### config.mk
export PLATFORM = sky130hd
export DESIGN_NAME = branch_predictor
export DESIGN_NICKNAME = d
export VERILOG_FILES = /design/src/rtl/bp_pkg.sv /design/src/rtl/sat_counter2.sv /design/src/rtl/branch_predictor.sv
export SDC_FILE = /design/constraint.sdc
export NUM_CORES = 2
export LEC_CHECK = 0
export CAP_MARGIN = 20
export CORE_ASPECT_RATIO = 0.7
export CORE_MARGIN = 4
export CORE_UTILIZATION = 48
export DETAILED_ROUTE_END_ITERATION = 8
export GPL_ROUTABILITY_DRIVEN = 0
export PLACE_DENSITY = 0.74
export RECOVER_POWER = 50
export SLEW_MARGIN = 10
export SYNTH_ARGS = -nofsm -noshare
export SYNTH_HDL_FRONTEND = slang
export SYNTH_HIERARCHICAL = 1
export SYNTH_SLANG_ARGS = --single-unit
### constraint.sdc
create_clock -name clk -period 5.4 [get_ports clk]
set_clock_uncertainty 0.1 [all_clocks]
set_input_delay 0.54 -clock clk [delete_from_list [all_inputs] [get_ports clk]]
set_output_delay 0.54 -clock clk [all_outputs]
set_load 0.005 [all_outputs]
### src/rtl/bp_pkg.sv
// Shared definitions for the branch predictor: counter encodings and PC slicing helpers.
package bp_pkg;

  localparam logic [1:0] SNT = 2'b00;
  localparam logic [1:0] WNT = 2'b01;
  localparam logic [1:0] WT  = 2'b10;
  localparam logic [1:0] ST  = 2'b11;

  // Table index is pc[idx_w+1:2], returned zero-extended to 32 bits.
  function automatic logic [31:0] pc_index(input logic [31:0] pc, input int unsigned idx_w);
    return (pc >> 2) & ((32'd1 << idx_w) - 32'd1);
  endfunction

  // BTB tag is pc[idx_w+tag_w+1:idx_w+2], returned zero-extended to 32 bits.
  function automatic logic [31:0] pc_tag(input logic [31:0] pc, input int unsigned idx_w,
                                         input int unsigned tag_w);
    return (pc >> (idx_w + 2)) & ((32'd1 << tag_w) - 32'd1);
  endfunction

endpackage

### src/rtl/sat_counter2.sv
// Next-state function of a 2-bit saturating direction counter.
module sat_counter2
  import bp_pkg::*;
(
  input  logic [1:0] cnt,
  input  logic       taken,
  output logic [1:0] next_cnt_c
);

  always_comb begin
    next_cnt_c = cnt;
    if (taken) begin
      if (cnt != ST) next_cnt_c = cnt + 2'd1;
    end else begin
      if (cnt != SNT) next_cnt_c = cnt - 2'd1;
    end
  end

endmodule

### src/rtl/branch_predictor.sv
// Direct-mapped BHT + tagged BTB predictor with combinational lookup, trained
// by resolved branches, plus mispredict pulse and performance counters.
module branch_predictor
  import bp_pkg::*;
#(
  parameter int unsigned IDX_W = 6,
  parameter int unsigned TAG_W = 8,
  parameter int unsigned CNT_W = 32
) (
  input  logic             clk,
  input  logic             rst_n,
  input  logic [31:0]      lk_pc,
  output logic             lk_taken,
  output logic [31:0]      lk_target,
  input  logic             up_valid,
  input  logic [31:0]      up_pc,
  input  logic             up_taken,
  input  logic [31:0]      up_target,
  input  logic             up_pred_taken,
  input  logic [31:0]      up_pred_target,
  output logic             mispredict,
  output logic [CNT_W-1:0] branch_cnt,
  output logic [CNT_W-1:0] mispred_cnt
);

  localparam int unsigned DEPTH = 1 << IDX_W;

  logic [1:0]       bht        [DEPTH];
  logic             btb_valid  [DEPTH];
  logic [TAG_W-1:0] btb_tag    [DEPTH];
  logic [31:0]      btb_target [DEPTH];

  logic [IDX_W-1:0] lk_idx;
  logic [TAG_W-1:0] lk_tag;
  logic [IDX_W-1:0] up_idx;
  logic [TAG_W-1:0] up_tag;
  logic [1:0]       bht_next_c;
  logic             wrong_c;

  assign lk_idx = IDX_W'(pc_index(lk_pc, IDX_W));
  assign lk_tag = TAG_W'(pc_tag(lk_pc, IDX_W, TAG_W));
  assign up_idx = IDX_W'(pc_index(up_pc, IDX_W));
  assign up_tag = TAG_W'(pc_tag(up_pc, IDX_W, TAG_W));

  // Lookup reads the registered tables directly, so a same-cycle update is not bypassed.
  always_comb begin
    lk_taken  = bht[lk_idx][1] & btb_valid[lk_idx] & (btb_tag[lk_idx] == lk_tag);
    lk_target = lk_taken ? btb_target[lk_idx] : lk_pc + 32'd4;
  end

  sat_counter2 u_sat (
    .cnt        (bht[up_idx]),
    .taken      (up_taken),
    .next_cnt_c (bht_next_c)
  );

  always_comb begin
    wrong_c = (up_pred_taken != up_taken) | (up_taken & (up_pred_target != up_target));
  end

  // Direction counters and BTB valid bits; reset discards any concurrent update.
  always_ff @(posedge clk) begin
    if (!rst_n) begin
      for (int unsigned i = 0; i < DEPTH; i++) begin
        bht[i]       <= WNT;
        btb_valid[i] <= 1'b0;
      end
    end else if (up_valid) begin
      bht[up_idx] <= bht_next_c;
      if (up_taken) btb_valid[up_idx] <= 1'b1;
    end
  end

  // Tag/target payload is qualified by btb_valid, so it needs no reset.
  always_ff @(posedge clk) begin
    if (rst_n && up_valid && up_taken) begin
      btb_tag[up_idx]    <= up_tag;
      btb_target[up_idx] <= up_target;
    end
  end

  always_ff @(posedge clk) begin
    if (!rst_n) begin
      mispredict  <= 1'b0;
      branch_cnt  <= '0;
      mispred_cnt <= '0;
    end else begin
      mispredict <= up_valid & wrong_c;
      if (up_valid) begin
        branch_cnt <= branch_cnt + CNT_W'(1);
        if (wrong_c) mispred_cnt <= mispred_cnt + CNT_W'(1);
      end
    end
  end

endmodule

==> results.md <==
- Outcome: complete, but fails checks
- Failing checks: capacitance limit, slew limit
- Mapped Nets: 5271
- Tcrit/Tclk final: 98.7%
- Max Clk Rate: 188 MHz
- Minimum clock period: 5.33 ns
- Post-CTS Setup Inserts: 0
- Seq pwr share: 54.0%
- Routed Antenna Nets: 0
- Critical-path cell list: mux4_2 -> mux2_2 -> a32o_1 -> o41ai_4 -> or3_1 -> nand3_1 -> nor4_2 -> buf_4 -> o211ai_4 -> buf_12 -> mux2i_2 -> buf_4 -> clkdlybuf4s50_1
- Most common cell in the synthesized netlist: edfxtp_1
- Drt total wl: 317000 um
- Worst flop-to-flop path endpoint: mispred_cnt[31]$_SDFFE_PN0P_
- Cell mode on critical path: buf_4
- Vias: 58200
- Synth warn: 6
- Pre-Repair DR Iteration Count: 7
- Clock sinks: 2817
- Total design power: 44.5 mW
- Max-cap violations: 43
- Nets: 5710
- Total CTS buffers: 271
- Delay-heaviest family, CP: multiplexers
- Post-synth top area share: 73.0%
- Initial antenna violation count: 22
- Slew headroom: -103%
- Max-slew violations: 2669
- Placeable Area: 229000 um2
- Hold Path Cell Cnt: 1
- H-Tree Depth: 5
- CP Buf/Inv Count: 4
- Clock Latency Late Sink: 0.85 ns
- Share of layout cells above drive strength 1: 26.5%
- Final core occ: 55.2%
- Worst Setup Start Kind: flip-flop
- Worst-path clk slew: 0.07 ns
- Combinational fraction of design power: 5.3%
- HPWL after detailed placement: 182000 um
- Post-route DRC: 0
- Pwr dens: 352 nW/um2
- Mapped Cells: 5135
- Sw Pwr: 9.41 mW
- Register bit count reported by yosys: 2817
- R2r worst-path depth: 9
- CP peak stage delay: 0.49 ns
- Global-route wire length before repair: 444000 um
- Hold Crit Class: in -> reg
- Post-synth cell types: 74
- FF-to-FF setup slack: 1.96 ns
- Global Route Usage Sum: 26.4%
- Cell Int Power: 35.1 mW
- Worst setup margin: 0.0693 ns
- Mapped Area: 111000 um2
- Fin. Hold Viols: 0
- Post-synth ARST share: 0%
- DR vias/cell: 6.59
- Placement Setup Slack: -0.108 ns
- IO Pins: 231
- Final-report setup violation count: 0
- Die extent in x: 582 um
- TritonCTS clock tree: built
- Die H: 410 um
- Area Growth Syn to Fin: 14.4%
- Worst slew pin tran: 3.05 ns
- Hold WS: 0.233 ns
- Cell Rows: 147
- Avg WL per Cell: 35.9 um
- Sw Ratio: 21.1%
- 1st-iter DRT viols: 10300
- Clk root buf: clkbuf_16
- Ys flop type: edfxtp_1
- WHS Endpoint: btb_tag[53][5]$_DFFE_PP_
- Syn Area/Cell: 21.5 um2
- Clock power frac: 40.7%
- CP arrival: 4.69 ns
- # port buffers: 212
- Clock Path Buffers: 4
- R2r startpoint: mispred_cnt[5]$_SDFFE_PN0P_
- Sequential area share after synthesis: 75.3%
- Vias in the first global route: 57400
- Crit path required time: 4.76 ns
- Number of flops mapped to enable cells by yosys: 2688
- Worst Setup End Kind: output pin
- Gr ovfl total: 0
- Crit-path max FO: 10
- Finished Cell Area: 127000 um2
- Largest net degree at the start of global routing: 129
- Synth top area cells: edfxtp_1 73%, mux4_2 16%, dfxtp_1 2.3%, and3_1 0.80%, clkbuf_1 0.59%
- Starting Density: 48.3%
- Slowest CP cell: o41ai_4
- Critical path type: reg -> out
- Leakage power total: 40.3 nW
- Number of fill cells: 16700
- Die Footprint: 238000 um2
- Dpl cell area: 118000 um2
- Yosys top cell by area: edfxtp_1
- RSZ-0062 raised after global routing: no
- Synth top cells by count: 2688 x edfxtp_1, 779 x mux4_2, 173 x clkbuf_1, 141 x and3_1, 129 x dfxtp_1
- Peak VDD IR: 0.334 mV
- Hold Path Origin: up_pc[13]
## cell type report
| type | instances | area (um2) | area share [%] |
|---|---|---|---|
| clock inverters | 108 | 826 | 0.652 |
| repair buffers | 479 | 4930 | 3.90 |
| inverters | 20 | 83.8 | 0.0662 |
| well taps | 3054 | 3820 | 3.02 |
| flip-flops and latches | 2817 | 83300 | 65.8 |
| multi-input cells | 1985 | 26100 | 20.7 |
| clock buffers | 352 | 7410 | 5.86 |
| diodes | 18 | 45.0 | 0.0356 |
## state kept, by name, indices dropped and copies added (netlist names)
name	flops
bht	128
branch_cnt	32
btb_tag	512
mispred_cnt	32
btb_valid	64
mispredict	1
btb_target	2048
## power groups by stage
stage	Clock, mW	Combinational, mW	Sequential, mW
finish	18.1	2.34	24.0
global route	19.3	2.45	24.0
CTS	18.3	2.32	24.0
detailed placement	0	2.29	24.5
global placement	0	2.24	24.5
floorplan	0	1.27	24.5
## per-stage QoR
step / TNS, ns / std cells
2_1_floorplan: 0 / 5135
3_3_place_gp: -0.137 / 8348
3_5_place_dp: -0.108 / 8348
4_1_cts: 0 / 8808
5_1_grt: 0 / 8822
6_report: 0 / 8833
## cells by family (layout without fill, tap and decap cells)
| family | count (synthesis) | after routing | share of synthesized area (%) |
|---|---|---|---|
| DFF | 2817 | 2817 | 75.3 |
| muxes | 872 | 872 | 16.9 |
| and+or+nand+nor | 618 | 618 | 3.13 |
| AOI/OAI and AO/OA | 374 | 374 | 2.35 |
| buffers and inverters | 333 | 959 | 1.36 |
| xor gates and xnor gates | 116 | 116 | 0.919 |
| adders and majority gates | 5 | 5 | 0.0543 |
| other | 0 | 18 | 0 |
## cells in the final DEF, fill, tap and decap left out, types with 15 or more instances in the layout
cell / n
nand4_1: 22
edfxtp_1: 2688
o21ai_0: 98
clkinv_1: 45
mux2_4: 28
a221oi_1: 18
and2_1: 49
dlygate4sd3_1: 67
or3_1: 79
and3_1: 79
clkdlybuf4s50_1: 100
nor2_1: 38
a31oi_1: 20
mux4_2: 779
a22oi_1: 43
clkbuf_1: 126
buf_4: 139
a21o_1: 67
nand3_1: 64
clkinv_2: 40
buf_2: 15
a22o_1: 22
mux2i_1: 36
o22ai_1: 15
nor4_1: 19
xor2_1: 52
and2_0: 22
nand2_1: 112
xnor2_1: 63
clkbuf_16: 285
dfxtp_1: 129
and3_4: 56
mux2_2: 26
inv_1: 16
buf_12: 91
diode_2: 18
## worst max path at each step
stage	endpoint	from	depth (start not counted)
finish	lk_target[7]	btb_tag[22][3]$_DFFE_PP_	13
global route	lk_target[7]	btb_tag[48][1]$_DFFE_PP_	14
CTS	lk_target[7]	lk_pc[2]	16
detailed placement	lk_target[7]	lk_pc[2]	16
global placement	lk_target[7]	lk_pc[2]	16
floorplan	lk_target[10]	lk_pc[3]	10
## per-layer routing
| metal | up-vias | part of all wire, % | global-route usage [%] |
|---|---|---|---|
| li1 | 22500 | - | - |
| met1 | 30400 | 36 | 36.5 |
| met2 | 4528 | 46 | 39.4 |
| met3 | 775 | 14 | 8.12 |
| met4 | 4 | 4.5 | 10.9 |
| met5 | - | 0.0082 | 0 |
## worst reg2reg max path: cells and delay by family, from the launching register on
family | cells | cell delay [ns]
flip-flops | 1 | 0.42
XOR/XNOR | 1 | 0.09
AND/OR/NAND/NOR | 8 | 2.72
## timing repair
item	in CTS	in global routing
endpoints found under the setup margin	1	5
hold endpoints to repair	0	12
hold buffers	0	2
resized for setup	3	7
No activity file was read; power rests on OpenSTA's default activity.
